**config.mk**
```make
export PLATFORM = sky130hd
export DESIGN_NAME = signed_add_acc_flat
export DESIGN_NICKNAME = d
export VERILOG_FILES = /design/src/rtl/signed_add_acc_pkg.sv /design/src/rtl/signed_add_acc_if.sv /design/src/rtl/signed_add_acc_negate.sv /design/src/rtl/signed_add_acc.sv /design/src/flat_wrapper.sv
export SDC_FILE = /design/constraint.sdc
export NUM_CORES = 1
export LEC_CHECK = 0
export ABC_AREA = 0
export CAP_MARGIN = 20
export CORE_MARGIN = 2
export CORE_UTILIZATION = 50
export CTS_CLUSTER_SIZE = 10
export DETAILED_ROUTE_END_ITERATION = 6
export PLACE_DENSITY_LB_ADDON = 0.12
export SYNTH_ARGS = -nofsm -noshare
export SYNTH_HDL_FRONTEND = slang
export SYNTH_SLANG_ARGS = --single-unit
```
**constraint.sdc**
```tcl
create_clock -name clk -period 3.81 [get_ports clk]
set_input_delay 0.9525 -clock clk [delete_from_list [all_inputs] [get_ports clk]]
set_output_delay 0.9525 -clock clk [all_outputs]
set_load 0.02 [all_outputs]
```
**src/rtl/signed_add_acc_pkg.sv**
```systemverilog
// Shared parameters for the signed add/accumulate pipeline: default operand
// width and the overflow policy encodings.
package signed_add_acc_pkg;

    // Default operand magnitude width; the result width defaults to this plus 2.
    localparam int DEF_W = 4;

    // Overflow policy encodings for the SAT parameter.
    localparam int SAT_WRAP  = 0;
    localparam int SAT_CLAMP = 1;
    localparam int DEF_SAT   = SAT_WRAP;

endpackage

```
**src/rtl/signed_add_acc_if.sv**
```systemverilog
// Valid/ready bus of the signed add/accumulate block: operand transaction
// going in, signed result with overflow flag coming out.
interface signed_add_acc_if import signed_add_acc_pkg::*; #(
    parameter int W  = DEF_W,
    parameter int OW = W + 2
) ();

    logic                 in_valid;
    logic                 in_ready;
    logic [W-1:0]         a;
    logic [W-1:0]         b;
    logic                 nega;
    logic                 negb;
    logic                 acc_en;
    logic                 out_valid;
    logic                 out_ready;
    logic signed [OW-1:0] sum;
    logic                 ovf;

    // Producer of transactions and consumer of results.
    modport master (
        output in_valid, a, b, nega, negb, acc_en, out_ready,
        input  in_ready, out_valid, sum, ovf
    );

    // The arithmetic block itself.
    modport slave (
        input  in_valid, a, b, nega, negb, acc_en, out_ready,
        output in_ready, out_valid, sum, ovf
    );

endinterface

```
**src/rtl/signed_add_acc_negate.sv**
```systemverilog
// Conditional negation of an unsigned magnitude into a sign-extended
// OW+2-bit two's-complement operand. Negating zero yields zero.
module cond_negate import signed_add_acc_pkg::*; #(
    parameter int W  = DEF_W,
    parameter int OW = W + 2
) (
    input  logic [W-1:0]         magnitude,
    input  logic                 neg,
    output logic signed [OW+1:0] result
);

    logic signed [OW+1:0] mag_ext;

    assign mag_ext = {{(OW + 2 - W){1'b0}}, magnitude};
    assign result  = neg ? -mag_ext : mag_ext;

endmodule

```
**src/rtl/signed_add_acc.sv**
```systemverilog
// Two-stage signed add/accumulate pipeline with valid/ready flow control.
// Stage 1 registers the conditionally negated operands; stage 2 adds them,
// optionally with the previous result, and wraps or clamps on overflow.
module signed_add_acc import signed_add_acc_pkg::*; #(
    parameter int W   = DEF_W,
    parameter int OW  = W + 2,
    parameter int SAT = DEF_SAT
) (
    input  logic         clk,
    input  logic         rst_n,
    signed_add_acc_if.slave bus
);

    // A result narrower than W+1 bits cannot even hold a single operand.
    if (OW < W + 1) begin : g_bad_ow
        $error("signed_add_acc: OW must be at least W+1");
    end

    // Range limits of the OW-bit result, expressed in the OW+2-bit sum width.
    localparam logic signed [OW+1:0] T_MAX   = {3'b000, {(OW - 1){1'b1}}};
    localparam logic signed [OW+1:0] T_MIN   = {3'b111, {(OW - 1){1'b0}}};
    localparam logic signed [OW-1:0] SUM_MAX = {1'b0, {(OW - 1){1'b1}}};
    localparam logic signed [OW-1:0] SUM_MIN = {1'b1, {(OW - 1){1'b0}}};

    logic signed [OW+1:0] opa_d;
    logic signed [OW+1:0] opb_d;

    logic                 s1_valid;
    logic signed [OW+1:0] s1_opa;
    logic signed [OW+1:0] s1_opb;
    logic                 s1_acc_en;

    // The output register doubles as the accumulator: acc is by definition
    // the last produced sum, so a back-to-back dependent transaction sees
    // its predecessor's result with no bubble.
    logic                 out_valid_q;
    logic signed [OW-1:0] sum_q;
    logic                 ovf_q;

    logic                 adv1;
    logic                 adv2;
    logic signed [OW+1:0] acc_ext;
    logic signed [OW+1:0] t;
    logic                 t_ovf;
    logic signed [OW-1:0] t_sum;

    cond_negate #(.W(W), .OW(OW)) u_neg_a (
        .magnitude (bus.a),
        .neg       (bus.nega),
        .result    (opa_d)
    );

    cond_negate #(.W(W), .OW(OW)) u_neg_b (
        .magnitude (bus.b),
        .neg       (bus.negb),
        .result    (opb_d)
    );

    // Stage 2 moves when its register is empty or being drained; stage 1
    // moves when stage 2 can take its content. No skid buffer, so in_ready
    // is combinational from out_ready, and held low throughout reset.
    assign adv2         = !out_valid_q || bus.out_ready;
    assign adv1         = !s1_valid || adv2;
    assign bus.in_ready = rst_n && adv1;

    assign acc_ext = {{2{sum_q[OW-1]}}, sum_q};

    // Exact sum, overflow detection and wrap/clamp selection.
    always_comb begin
        // NOTE: every always_comb output gets a default first so no path
        // leaves it unassigned and a latch is never inferred.
        t     = s1_opa + s1_opb + (s1_acc_en ? acc_ext : '0);
        t_ovf = (t > T_MAX) || (t < T_MIN);
        t_sum = t[OW-1:0];
        if ((SAT == SAT_CLAMP) && t_ovf) begin
            t_sum = t[OW+1] ? SUM_MIN : SUM_MAX;
        end
    end

    // Stage 1: capture the signed operands on an input transfer.
    always_ff @(posedge clk or negedge rst_n) begin
        // NOTE: all state is written with non-blocking assignments so every
        // register samples pre-edge values regardless of block ordering.
        if (!rst_n) begin
            s1_valid  <= 1'b0;
            s1_opa    <= '0;
            s1_opb    <= '0;
            s1_acc_en <= 1'b0;
        end else if (adv1) begin
            s1_valid <= bus.in_valid;
            if (bus.in_valid) begin
                s1_opa    <= opa_d;
                s1_opb    <= opb_d;
                s1_acc_en <= bus.acc_en;
            end
        end
    end

    // Stage 2: register the result (and thereby the accumulator).
    always_ff @(posedge clk or negedge rst_n) begin
        // NOTE: sum_q is reset as well as the valid bit because it is also
        // the accumulator; a stale value would leak into the first Acc_En.
        if (!rst_n) begin
            out_valid_q <= 1'b0;
            sum_q       <= '0;
            ovf_q       <= 1'b0;
        end else if (adv2) begin
            out_valid_q <= s1_valid;
            if (s1_valid) begin
                sum_q <= t_sum;
                ovf_q <= t_ovf;
            end
        end
    end

    assign bus.out_valid = out_valid_q;
    assign bus.sum       = sum_q;
    assign bus.ovf       = ovf_q;

endmodule
```
**src/flat_wrapper.sv**
```systemverilog
// flat-port wrapper written by rule: the top's interface ports become plain ports
module signed_add_acc_flat import signed_add_acc_pkg::*;
#(
    parameter int W   = DEF_W,
    parameter int OW  = W + 2,
    parameter int SAT = DEF_SAT
)
  (clk, rst_n, bus_in_valid, bus_a, bus_b, bus_nega, bus_negb, bus_acc_en, bus_out_ready, bus_in_ready, bus_out_valid, bus_sum, bus_ovf);
  signed_add_acc_if #(.W(W), .OW(OW)) bus_i ();
  input  logic clk;
  input  logic rst_n;
  input wire logic [$bits(bus_i.in_valid)-1:0] bus_in_valid;
  input wire logic [$bits(bus_i.a)-1:0] bus_a;
  input wire logic [$bits(bus_i.b)-1:0] bus_b;
  input wire logic [$bits(bus_i.nega)-1:0] bus_nega;
  input wire logic [$bits(bus_i.negb)-1:0] bus_negb;
  input wire logic [$bits(bus_i.acc_en)-1:0] bus_acc_en;
  input wire logic [$bits(bus_i.out_ready)-1:0] bus_out_ready;
  output wire logic [$bits(bus_i.in_ready)-1:0] bus_in_ready;
  output wire logic [$bits(bus_i.out_valid)-1:0] bus_out_valid;
  output wire logic [$bits(bus_i.sum)-1:0] bus_sum;
  output wire logic [$bits(bus_i.ovf)-1:0] bus_ovf;
  assign bus_i.in_valid = bus_in_valid;
  assign bus_i.a = bus_a;
  assign bus_i.b = bus_b;
  assign bus_i.nega = bus_nega;
  assign bus_i.negb = bus_negb;
  assign bus_i.acc_en = bus_acc_en;
  assign bus_i.out_ready = bus_out_ready;
  assign bus_in_ready = bus_i.in_ready;
  assign bus_out_valid = bus_i.out_valid;
  assign bus_sum = bus_i.sum;
  assign bus_ovf = bus_i.ovf;
  signed_add_acc #(.W(W), .OW(OW), .SAT(SAT)) u_core (.clk(clk), .rst_n(rst_n), .bus(bus_i));
endmodule
```
======== Word level (Yosys, flattened, before mapping) ========
Cells that the tools add are included.
operators by class
  bitwise logic cells ..................... 0
  $lt $le $gt $ge ......................... 2
  reduce and logical (&&, ||, !) cells .... 8
  multiplexer cells ....................... 3
  shift-type cells ........................ 0
  eq/ne operators ......................... 0
  $mul .................................... 0
  div/mod/pow operators ................... 0
  add/sub/neg operators ................... 4
operators with widths
  kind                                                                             number
  8-bit 2-to-1 mux                                                                 3
  8-bit adder                                                                      2
  4-bit negation with 8-bit output                                                 2
  8-bit by 6-bit greater-than comparator with 1-bit output, second input constant  1
  8-bit by 6-bit less-than comparator with 1-bit output, second input constant     1
  2-bit AND reduction                                                              2
  1-bit logical OR                                                                 3
  1-bit zero test                                                                  2
  1-bit logical AND                                                                1
storage, ports and cells
  bits in writable memories ............... 0
  bits in read-only memories .............. 0
  latch bits .............................. 0
  register bits after elaboration ......... 26
  output and inout bits ................... 9
  memories ................................ 0

======== Depth between registers and ports, before layout ========
Gate-level depths: netlist of the first run.
  word-level depth ........................ 4
  gate-level depth with buffers ........... 11
  mapped depth without buffers ............ 11

======== Cells and area by module ========
A second synthesis of the first run with hierarchy kept.
unflattened totals
  cell total of the unflattened synthesis .. 161
  area, all modules ....................... 1716.6 sq um
by module, submodules not included
  module          times used  seq. area each (sq um)  area each (sq um)  cells an instance
  signed_add_acc  1           650.6                   1493.9             123
  cond_negate     2           0.0                     111.4              19

======== Least setup slack after synthesis of the first run ========
No wires, ideal clock.
  path kind ............................... reg-to-reg
  from .................................... register u_core.sum_q[1] (netlist: u_core.bus.sum[1])
  to ...................................... register u_core.ovf_q (netlist: u_core.bus.ovf)
  library setup time ...................... 128 ps
  data required time ...................... 3682 ps
  period minus slack after synthesis ...... 2835 ps
  stages on the path, launching flop included .. 12
  arrival time ............................ 2706 ps
  path slack .............................. 975 ps
  path buffers ............................ 0
  cells stage by stage .................... dfrtp_1 and2_2 fa_1 ha_1 inv_1 fa_1 nor2b_1 o21ai_0 nand2b_1 or4b_1 o211ai_1 o211ai_2
on the way
  word-level cells in the longest chain between the ends .. 4
  elaborated cells on any way between the ends .. 5
ends and longest elaborated chain
  what                                                                                                                                      line                   source
  from (decl)                                                                                                                               signed_add_acc.sv:37   logic signed [OW-1:0] sum_q;
  from (signal assigned)                                                                                                                    signed_add_acc.sv:110  sum_q <= t_sum;
  8-bit 2-to-1 mux *                                                                                                                        signed_add_acc.sv:72   t = s1_opa + s1_opb + (s1_acc_en ? acc_ext : '0);
  8-bit adder *                                                                                                                             signed_add_acc.sv:72
  8-bit by 6-bit greater-than comparator with 1-bit output / 8-bit by 6-bit less-than comparator with 1-bit output (equally long branches)  signed_add_acc.sv:73   t_ovf = (t > T_MAX) || (t < T_MIN);
  1-bit logical OR *                                                                                                                        signed_add_acc.sv:73
  to (signal assigned)                                                                                                                      signed_add_acc.sv:111  ovf_q <= t_ovf;
  to (decl)                                                                                                                                 signed_add_acc.sv:38   logic ovf_q;
Mark *: on every way between the ends. The rest lies on a longest branch, timed or not.
A chain may end at the register's enable or synchronous reset.

======== Worst setup path after layout of the first run ========
  from .................................... input bus_out_ready
  to ...................................... output bus_in_ready
on the way
  word-level cells in the longest chain between the ends .. 3
ends and longest elaborated chain
  what               line                  source
  from (decl)        flat_wrapper.sv:18    input wire logic [$bits(bus_i.out_ready)-1:0] bus_out_ready;
  1-bit logical OR   signed_add_acc.sv:62  assign adv2 = !out_valid_q || bus.out_ready;
  1-bit logical OR   signed_add_acc.sv:63  assign adv1 = !s1_valid || adv2;
  1-bit logical AND  signed_add_acc.sv:64  assign bus.in_ready = rst_n && adv1;
  to (decl)          flat_wrapper.sv:19    output wire logic [$bits(bus_i.in_ready)-1:0] bus_in_ready;
Every way passes these cells.

==> out/metrics.yaml, run 1 <==
status: "complete, no violations"
r2r-start: "u_core.s1_acc_en"
ir_drop_uv: 239
leakage_nw: 0.885
powerDensity_nw_per_um2: 587
wl_per_cell_um: 12.2
path_delay_family: "buffers and inverters"
r2r_slack_ns: 0.69
fmax_mhz: 308
swShare_pct: 39.0
antenna_left: 0
finalMaxSlewViolations: 0
cp_max_fo: 3
overflow: 0
crit_path_frequent_cell: "clkdlybuf4s50_1"
post_cts_buffers: 0
grt_pass1_vias: 1168
critical_path_buf_inv_count: 2
cts_max_level: 1
antenna_found_initial: 0
p_int_uw: 692
postCtsHoldBufs: 0
ios: 24
setup_viol: 0
synth_seq_cells: 24
num_vias: 1170
root_buffer: "clkbuf_4"
max-slew-margin-rel_pct: 46.6
finClkSkew_ns: 0.00326
synth-edff-count: 0
synth_compound_area_share_pct: 10.2
p_clk_share_pct: 11.8
grt_max_degree: 30
syn_inst: 164
grt_use_total_pct: 18.3
final.setup.tns_ns: 0
synth_area_leaders: "dfrtp_1 37%, fa_1 9.8%, ha_1 7.7%"
fin_ws_ns: 0.560
ys.warnings.count: 0
port_buffers: 23
synth-async-reset-ratio_pct: 100
min_to: "u_core.bus.ovf"
dr.pass1.iters: 4
grt_first_pass_wirelength_mm: 5.02
required_ns: 2.86
antenna_cells: 0
synth_top_family_by_area: "simple AND/OR/NAND/NOR gates"
nFillCells: 280
place_ws_ns: 0.554
cts.sinks: 24
synth.top_cells.by_count: "26 x nand2_1, 24 x dfrtp_1, 20 x o21ai_0"
drive_gt1_share_pct: 8.02
clockBufferDepth: 2
syn-num-nets: 197
synth.top_cell.area_share_pct: 36.9
gp_congestion: 0.723
cts.repair.resized: 0
slowest_delay_ns: 0.59
r2r_end: "u_core.bus.ovf"
critPathLaunchType: "input port"
cp-end-kind: "primary output"
synthMuxAreaShare_pct: 4.53
core-area_sq_um: 3080
crit_cells: 4
synth_cell_types: 33
cts.clk_slew.worst_paths_ns: 0.13
die_w_um: 61.1
dp_cells: 227
rsz0062_at_grt: "false"
crit_path_top_delay_cell: "clkdlybuf4s50_1"
rr_worst_depth: 11
syn_to_final_growth_pct: 18.6
yosysMostFrequentCell: "nand2_1"
share_seq_of_total_power_pct: 32.3
power_switching_uw: 442
fin_cells: 231
finalHoldViolCount: 0
min_period_over_period_pct: 85.3
numCtsBuffers: 3
worstSkewPairLatency_ns: 0.31
power_mw: 1.13
syn-cell-area_sq_um: 1630
ys.flop_type: "dfrtp_1"
seq_area_frac_synth_pct: 36.9
hpwl_mm: 2.30
critPathKind: "in -> out"
cts_tree: "yes"
min_from: "u_core.bus.ovf"
path_cells: "clkdlybuf4s50_1 > nand3b_1 > and2_1 > clkdlybuf4s50_1"
final_nets: 221
synth_xor_area_share_pct: 7.07
maxCapViolations: 0
yosys.area.top_type: "dfrtp_1"
worst_slew_pin_slew_ns: 0.798
synthAdderAreaFrac_pct: 17.5
fin_crit_ns: 3.25
holdPathStages: 2
route.detailed.drc: 0
dieArea_sq_um: 3730
drt_iter0_drc: 45
power_frac_comb_pct: 55.9
rows: 20
cp.arrival_ns: 2.30
syn_area_per_cell_sq_um: 9.93
initial_core_util_pct: 52.9
finalWirelength_mm: 2.83
synth_simple_gate_area_share_pct: 18.9
hold_path.class: "reg -> reg"
via_per_inst: 5.06
die_height_um: 61.1
stage by stage:
stage	hold WS (ns)	util (%)	instance area [sq um]
after floorplan	0.470	-	1630
after global placement	0.479	61.5	1890
after detailed placement	0.490	61.5	1890
after CTS	0.521	62.7	1930
after global routing	0.530	62.7	1930
final	0.513	62.7	1930
cell families (layout without fill, tap and decap cells):
logic type	count (synthesis)	after routing
multiplexers	7	7
adder cells (fa/ha/maj)	18	18
flip-flops	24	24
AND/OR/NAND/NOR	58	58
XOR/XNOR	10	10
buffers and inverters	19	42
AO/OA/AOI/OAI	28	28
state kept, by name, summed over array words and instances (netlist names):
signal                count
u_core.bus.out_valid      1
u_core.bus.ovf            1
u_core.bus.sum            6
u_core.s1_opa             7
u_core.s1_valid           1
u_core.s1_acc_en          1
u_core.s1_opb             7
metal layers:
| metal | vias up | routed length (um) | track usage (%) |
|---|---|---|---|
| met2 | 23 | 1430 | 33.3 |
| met5 | - | 0 | 0 |
| met4 | 0 | 19 | 5.59 |
| li1 | 596 | - | - |
| met1 | 549 | 1270 | 22.2 |
| met3 | 2 | 112 | 3.15 |
layout by cell type, fill, tap and decap left out, types with 2 or more instances in the layout:
cell type and n:
nor2b_1 3, nor2_1 4, nand4b_1 3, xnor3_1 2
clkbuf_4 3, and2_1 2, ha_1 10, inv_1 14
nand2_1 26, nand2b_1 6, nor3_1 3, xnor2_1 7
clkdlybuf4s50_1 23, nand3b_1 2, and2_2 4, dfrtp_1 24
o21ai_0 20, mux2_2 3, o41ai_1 2, fa_1 8
mux2i_1 4
how the worst max path moves through the flow:
stage / endpoint / slack, ns / from
after floorplan: u_core.bus.ovf / 0.98 / u_core.bus.sum[1]
after CTS: bus_in_ready / 0.54 / bus_out_ready
after global placement: bus_in_ready / 0.59 / bus_out_ready
after detailed placement: bus_in_ready / 0.55 / bus_out_ready
after global routing: bus_in_ready / 0.48 / bus_out_ready
final: bus_in_ready / 0.56 / bus_out_ready
final cells by class:
class                      instances  area (sq um)  area share (%)
clock buffer                       4          36.3            1.88
inverter                          14          52.6            2.72
timing repair buffer              24           238            12.3
multi-input combinational        121           948            49.1
sequential                        24           601            31.1
tap                               44          55.1            2.85
worst min-delay path, stage by stage (launching register included):
cell and delay [ns]:
dfrtp_1 0.36, nand2_1 0.06, o211ai_2 0.06
power groups by stage:
stage	Clock (mW)	Combinational, mW	Sequential [mW]
5_1_grt	0.150	0.718	0.377
2_1_floorplan	0	0.414	0.411
4_1_cts	0.141	0.641	0.368
3_5_place_dp	0	0.637	0.374
6_report	0.134	0.633	0.367
3_3_place_gp	0	0.610	0.370
Power figures use the tool's default switching activity.
==> run 2, diff against run 1 <==
--- a/config.mk
+++ b/config.mk
@@ -11,6 +11,7 @@
 export CORE_UTILIZATION = 50
 export CTS_CLUSTER_SIZE = 10
 export DETAILED_ROUTE_END_ITERATION = 6
+export GPL_TIMING_DRIVEN = 0
 export PLACE_DENSITY_LB_ADDON = 0.12
 export SYNTH_ARGS = -nofsm -noshare
 export SYNTH_HDL_FRONTEND = slang
==> out/metrics.yaml, run 2 (synthesis results as in run 1) <==
status: "complete, no violations"  # unchanged
port_buffers: 23  # unchanged
cts_max_level: 1  # unchanged
ios: 24  # unchanged
hpwl_mm: 2.45  # was 2.30 mm
max-slew-margin-rel_pct: 69.2  # was 46.6%
clockBufferDepth: 2  # unchanged
cp-end-kind: "primary output"  # unchanged
post_dp_cell_area_sq_um: 1910  # was 1890 sq um
cts_tree: "yes"  # unchanged
antenna_cells: 0  # unchanged
crit_path_frequent_cell: "clkdlybuf4s50_1"  # unchanged
worstSkewPairLatency_ns: 0.32  # was 0.31 ns
whs_ns: 0.517  # was 0.513 ns
grt_use_total_pct: 18.5  # was 18.3%
overflow: 0  # unchanged
drive_gt1_share_pct: 8.33  # was 8.02%
finalWirelength_mm: 2.94  # was 2.83 mm
min_to: "u_core.bus.ovf"  # unchanged
fmax_mhz: 309  # was 308 MHz
leakage_nw: 0.905  # was 0.885 nW
initial_core_util_pct: 52.9  # unchanged
syn_to_final_growth_pct: 21.4  # was 18.6%
grt_pass1_vias: 1187  # was 1168
critPathKind: "in -> out"  # unchanged
r2r_slack_ns: 0.72  # was 0.69 ns
wl_per_cell_um: 12.5  # was 12.2 um
place_ws_ns: -0.174  # was 0.554 ns
r2r-start: "u_core.s1_acc_en"  # unchanged
fin_crit_ns: 3.24  # was 3.25 ns
grt_first_pass_wirelength_mm: 5.06  # was 5.02 mm
dieArea_sq_um: 3730  # unchanged
slowest_delay_ns: 0.60  # was 0.59 ns
cts.clk_slew.worst_paths_ns: 0.13  # about the same
num_vias: 1203  # was 1170
min_period_over_period_pct: 85.1  # was 85.3%
grt_max_degree: 26  # was 30
layout_common_cells: "26 x nand2_1, 24 x dfrtp_1, 22 x clkdlybuf4s50_1"  # was 26 x nand2_1, 24 x dfrtp_1, 23 x clkdlybuf4s50_1
holdPathStages: 2  # unchanged
dr.pass1.iters: 4  # unchanged
final_common_cell: "nand2_1"  # unchanged
final.setup.tns_ns: 0  # unchanged
route.detailed.drc: 0  # unchanged
power_mw: 1.16  # was 1.13 mW
ir_drop_uv: 218  # was 239 uV
maxCapViolations: 0  # unchanged
min_from: "u_core.bus.ovf"  # unchanged
core-area_sq_um: 3080  # unchanged
post_cts_buffers: 0  # unchanged
postLayoutCellArea_sq_um: 1980  # was 1930 sq um
antenna_left: 0  # unchanged
critPathLaunchType: "input port"  # unchanged
finalHoldViolCount: 0  # unchanged
gp_congestion: 0.725  # was 0.723
cts.sinks: 24  # unchanged
cts.repair.resized: 1  # was 0
dp_cells: 231  # was 227
drt_iter0_drc: 22  # was 45
utilization_pct: 64.2  # was 62.7%
postCtsHoldBufs: 0  # unchanged
rows: 20  # unchanged
required_ns: 2.86  # about the same
fin_ws_ns: 0.569  # was 0.560 ns
via_per_inst: 5.10  # was 5.06
rr_worst_depth: 11  # unchanged
worst_slew_pin_slew_ns: 0.462  # was 0.798 ns
hold_path.class: "reg -> reg"  # unchanged
die_w_um: 61.1  # unchanged
r2r_end: "u_core.bus.ovf"  # unchanged
cp.arrival_ns: 2.29  # was 2.30 ns
root_buffer: "clkbuf_4"  # unchanged
finalMaxSlewViolations: 0  # unchanged
setup_viol: 0  # unchanged
finClkSkew_ns: 0.00272  # was 0.00326 ns
powerDensity_nw_per_um2: 586  # was 587 nW/um^2
crit_path_top_delay_cell: "clkdlybuf4s50_1"  # unchanged
die_height_um: 61.1  # unchanged
antenna_found_initial: 0  # unchanged
numCtsBuffers: 3  # unchanged
fin_cells: 236  # was 231
rsz0062_at_grt: "false"  # unchanged
cp_max_fo: 3  # unchanged
path_cells: "clkdlybuf4s50_1 > nand3b_1 > and2_1 > clkdlybuf4s50_1"  # unchanged
final_nets: 226  # was 221
[run 2: where the power goes]
group	internal [mW]	switching, mW	leakage (nW)
logic	0.327	0.325	0.595
clock network	0.0586	0.0801	0.0210
registers	0.318	0.0493	0.289
[run 2: layer usage]
layer  global-route usage (%)  part of all wire [%]  up-vias
met5                        0                     0        -
met4                     6.52                   1.6        0
met3                     2.52                   4.2        5
met2                     33.6                    49       28
met1                     22.4                    45      562
li1                         -                     -      608
[run 2: worst max path at each step]
stage	start	end	slack, ns	depth (start not counted)
final	bus_out_ready	bus_in_ready	0.57	4
after global routing	bus_out_ready	bus_in_ready	0.53	4
after CTS	rst_n	bus_in_ready	0.1	3
after detailed placement	rst_n	bus_in_ready	-0.17	3
after global placement	rst_n	bus_in_ready	-0.13	3
after floorplan	u_core.bus.sum[1]	u_core.bus.ovf	0.98	11
[run 2: area by class of cell]
type / instances / area (sq um)
Clock buffer: 4 / 36.3
Multi-Input combinational cell: 121 / 948
Timing Repair Buffer: 24 / 256
Buffer: 5 / 26.3
Fill cell: 291 / 1100
Inverter: 14 / 52.6
Sequential cell: 24 / 601
Tap cell: 44 / 55.1
[run 2: worst max-delay path: cells and delay by family]
family,cells,cell delay (ns)
buf+inv,2,1.07
simple gates,2,0.27
==> run 3, diff against run 2 <==
--- a/config.mk
+++ b/config.mk
@@ -11,7 +11,7 @@
 export CORE_UTILIZATION = 50
 export CTS_CLUSTER_SIZE = 10
 export DETAILED_ROUTE_END_ITERATION = 6
-export GPL_TIMING_DRIVEN = 0
+export MAX_ROUTING_LAYER = met4
 export PLACE_DENSITY_LB_ADDON = 0.12
 export SYNTH_ARGS = -nofsm -noshare
 export SYNTH_HDL_FRONTEND = slang
==> out/metrics.yaml, run 3 (synthesis results as in run 1) <==
status: "complete, no violations"  # unchanged
hold_path.class: "reg -> reg"  # unchanged
critPathLaunchType: "input port"  # unchanged
min_period_over_period_pct: 85.3  # was 85.1%
route.detailed.drc: 0  # unchanged
cp_max_fo: 3  # unchanged
root_buffer: "clkbuf_4"  # unchanged
worst_slew_pin_slew_ns: 0.798  # was 0.462 ns
fmax_mhz: 308  # was 309 MHz
die_w_um: 61.1  # unchanged
num_vias: 1167  # was 1203
powerDensity_nw_per_um2: 587  # was 586 nW/um^2
cp.arrival_ns: 2.30  # was 2.29 ns
antenna_found_initial: 0  # unchanged
whs_ns: 0.513  # was 0.517 ns
layout_common_cells: "26 x nand2_1, 24 x dfrtp_1, 23 x clkdlybuf4s50_1"  # was 26 x nand2_1, 24 x dfrtp_1, 22 x clkdlybuf4s50_1
overflow: 0  # unchanged
finalHoldViolCount: 0  # unchanged
clockBufferDepth: 2  # unchanged
die_height_um: 61.1  # unchanged
initial_core_util_pct: 52.9  # unchanged
port_buffers: 23  # unchanged
setup_viol: 0  # unchanged
post_cts_buffers: 0  # unchanged
cts_tree: "yes"  # unchanged
dieArea_sq_um: 3730  # unchanged
finClkSkew_ns: 0.00321  # was 0.00272 ns
max-slew-margin-rel_pct: 46.7  # was 69.2%
cts.clk_slew.worst_paths_ns: 0.13  # about the same
wl_per_cell_um: 12.2  # was 12.5 um
grt_use_total_pct: 18.9  # was 18.5%
hpwl_mm: 2.30  # was 2.45 mm
dr.pass1.iters: 4  # unchanged
cts.repair.resized: 0  # was 1
final.setup.tns_ns: 0  # unchanged
gp_congestion: 0.732  # was 0.725
maxCapViolations: 0  # unchanged
post_dp_cell_area_sq_um: 1890  # was 1910 sq um
leakage_nw: 0.885  # was 0.905 nW
required_ns: 2.86  # about the same
holdPathStages: 2  # unchanged
grt_first_pass_wirelength_mm: 5.02  # was 5.06 mm
rows: 20  # unchanged
numCtsBuffers: 3  # unchanged
antenna_cells: 0  # unchanged
rr_worst_depth: 11  # unchanged
grt_max_degree: 30  # was 26
place_ws_ns: 0.554  # was -0.174 ns
postCtsHoldBufs: 0  # unchanged
drive_gt1_share_pct: 8.02  # was 8.33%
syn_to_final_growth_pct: 18.6  # was 21.4%
cts_max_level: 1  # unchanged
cts.sinks: 24  # unchanged
finalWirelength_mm: 2.82  # was 2.94 mm
fin_crit_ns: 3.25  # was 3.24 ns
cp-end-kind: "primary output"  # unchanged
rsz0062_at_grt: "false"  # unchanged
final_nets: 221  # was 226
antenna_left: 0  # unchanged
ios: 24  # unchanged
worstSkewPairLatency_ns: 0.31  # was 0.32 ns
critPathKind: "in -> out"  # unchanged
ir_drop_uv: 239  # was 218 uV
finalMaxSlewViolations: 0  # unchanged
grt_pass1_vias: 1169  # was 1187
core-area_sq_um: 3080  # unchanged
fin_ws_ns: 0.560  # was 0.569 ns
via_per_inst: 5.05  # was 5.10
postLayoutCellArea_sq_um: 1930  # was 1980 sq um
drt_iter0_drc: 41  # was 22
final_common_cell: "nand2_1"  # unchanged
run 3: changes by cell type in the layout (fill, tap and decap cells not counted), sizes merged:
cell	change
buf	-1
clkbuf	-4
dlygate4sd2	-1
clkdlybuf4s50	+1
run 3: layout make-up:
class / instances / area (sq um)
Timing Repair Buffer: 24 / 238
Clock buffer: 4 / 36.3
Tap cell: 44 / 55.1
Multi-Input combinational cell: 121 / 948
Fill cell: 280 / 1150
Inverter: 14 / 52.6
Sequential cell: 24 / 601
run 3: metal layers:
metal,track usage [%],wire length [um]
met4,5.59,19
met5,-,0
met3,3.15,112
met1,22.2,1270
met2,33.3,1420
run 3: report_power, final:
part	internal, mW	leakage [nW]	switching [mW]
Combinational	0.316	0.575	0.317
Sequential	0.318	0.289	0.0485
Clock	0.0584	0.0210	0.0755
Total	0.692	0.885	0.441
run 3: worst paths after layout:
check / startpoint / end / slack [ns]
hold / removal: u_core.bus.ovf / u_core.bus.ovf / 0.51
setup reg to reg: u_core.s1_acc_en / u_core.bus.ovf / 0.69
min in group asynchronous: rst_n / u_core.bus.sum[2] / 1.00
setup / recovery: bus_out_ready / bus_in_ready / 0.56
max in group asynchronous: rst_n / u_core.s1_opa[7] / 2.57
hold reg to reg: u_core.bus.ovf / u_core.bus.ovf / 0.51
run 3: worst max-delay path: stages:
cell             delay [ns]
clkdlybuf4s50_1        0.47
nand3b_1               0.15
and2_1                 0.14
clkdlybuf4s50_1        0.59
run 3: metrics by stage:
stage / cells / utilization (%) / power (mW)
6_report: 231 / 62.7 / 1.13
5_1_grt: 231 / 62.7 / 1.25
4_1_cts: 231 / 62.7 / 1.15
3_5_place_dp: 227 / 61.5 / 1.01
3_3_place_gp: 227 / 61.5 / 0.980
2_1_floorplan: 164 / - / 0.825
==> edit (flow settings as in run 1) <==
Reset style: synchronous (`rst_n`), changed in 2 clocked blocks.
--- a/src/rtl/signed_add_acc.sv
+++ b/src/rtl/signed_add_acc.sv
@@ -78,7 +78,7 @@
     end
 
     // Stage 1: capture the signed operands on an input transfer.
-    always_ff @(posedge clk or negedge rst_n) begin
+    always_ff @(posedge clk) begin
         // NOTE: all state is written with non-blocking assignments so every
         // register samples pre-edge values regardless of block ordering.
         if (!rst_n) begin
@@ -97,7 +97,7 @@
     end
 
     // Stage 2: register the result (and thereby the accumulator).
-    always_ff @(posedge clk or negedge rst_n) begin
+    always_ff @(posedge clk) begin
         // NOTE: sum_q is reset as well as the valid bit because it is also
         // the accumulator; a stale value would leak into the first Acc_En.
         if (!rst_n) begin
Behaviour: differs if rst_n is asserted again (counterexample within 4 cycles, from zero or initial values and one cycle with rst_n low); with rst_n held inactive, the same outputs for 10 cycles.
==> edit against run 1 <==
- design area down 3.6%
- core utilization down 1.2 points
- synthesized area down 2.5%
- sequential cell count unchanged
- global-route usage down 0.076 points
- wire length up 5.8%
- setup slack worse by 90 ps
Power is not compared: it rests on default switching activity, and its combinational part moved more than twofold at a synthesized area within 25%.
==> edit: results (changes against run 1) <==
stage	metric	value	unit	change
status	outcome	complete, no violations		
drt	DR iter-0 viols	20		-56%
timing	Setup Skew	7.53	ps	+4.27 ps
yosys	XOR/XNOR share of the synthesized area	5.28	%	-1.8 points
setup_path	reg2reg setup slack	1000	ps	+310 ps
global_routing	Global Route Usage Sum	18.3	%	-0.076 points
final_layout	Clock-cell share	1.21	%	-0.67 points
placed_design	DP Worst Slack	475	ps	-78.1 ps
yosys	Primary FF master, synth	dfxtp_1		
clocking	clock slew at reported path FFs	130	ps	about the same
timing	fin crit share	87.7	%	+2.4 points
placed_design	placed inst area	1840	sq um	-2.9%
setup_path	crit path DAT	2390	ps	+90 ps
drt	WL met3	82	microns	-27%
global_routing	first-pass GRT wire length	4960	microns	-1.1%
drt	met1 wire length	1380	microns	+8.5%
yosys	synth cell count leaders	33 x nand2_1, 24 x dfxtp_1, 18 x inv_1		
global_routing	GRT met1 Usage	20.7	%	-1.4 points
timing	hold slack final	483	ps	-30.0 ps
placed_design	hpwl dp	2490	microns	+8.1%
final_layout	fill count	275		-1.8%
setup_path	crit-path max FO	4		+1
floorplanning	Core Footprint	3030	sq um	-1.6%
global_routing	GRT met2 Usage	34.9	%	+1.7 points
drt	WL/cell	12.3	microns	+0.55%
final_layout	fraction of area in multi-input gates	53.6	%	+4.5 points
yosys	Syn Area/Cell	8.82	sq um	-11%
yosys	post-synthesis compound-gate area fraction	14.9	%	+4.7 points
final_layout	non-clk buf share	12.8	%	+0.46 points
global_routing	largest net degree at the start of global routing	25		-17%
final_layout	final core occ	61.5	%	-1.2 points
final_layout	Inverters	18		+4
yosys	Async S/R FF share, synth	0	%	-100 points
yosys	Synth cell types	36		+9.1%
global_routing	GR Layer Usage met3	2.56	%	-0.59 points
yosys	syn_nets	213		+8.1%
placed_design	GPL Wtd Cong	0.795		+9.9%
drt	routed wire length	2990	microns	+5.8%
yosys	Seq/Total Area, Yosys	30.3	%	-6.6 points
global_routing	vias in the first global route	1219		+4.4%
final_layout	Layout Nets	234		+5.9%
timing	headroom to the max-slew limit	61.5	%	+15 points
final_layout	share of layout cells above drive strength 1	5.03	%	-3.0 points
yosys	top post-synthesis cells by area	dfxtp_1 30%, fa_1 10%, ha_1 7.9%		
final_layout	sequential cell area	480	sq um	-20%
final_layout	comb_multi_in	130		+7.4%
yosys	post-synthesis mux area share	2.52	%	-2.0 points
drt	met2 routed WL	1520	microns	+6.5%
edit: cell count changes in the layout (fill, tap and decap cells not counted), moves of 6 or more:
cell      change
dfrtp_1      -24
nand2b_1      -6
o21ai_0      -19
dfxtp_1      +24
nor2b_1       +7
a21boi_0      +9
nand2_1       +7
edit: final timing paths:
kind | from | endpoint | cells after the start
hold reg to reg | u_core.s1_opb[7]$_SDFFE_PN0P_ | u_core.s1_opb[7]$_SDFFE_PN0P_ | 2
setup reg to reg | u_core.s1_acc_en$_SDFFE_PN0P_ | u_core.bus.ovf$_SDFFE_PN0P_ | 10
hold / removal | u_core.s1_opb[7]$_SDFFE_PN0P_ | u_core.s1_opb[7]$_SDFFE_PN0P_ | 2
setup / recovery | bus_out_ready | bus_in_ready | 5
edit: critical path, cell delays in order:
cell and delay, ps:
clkdlybuf4s50_1 390, nor2b_1 220, nand2_1 120, and2_1 170, clkdlybuf4s50_1 530
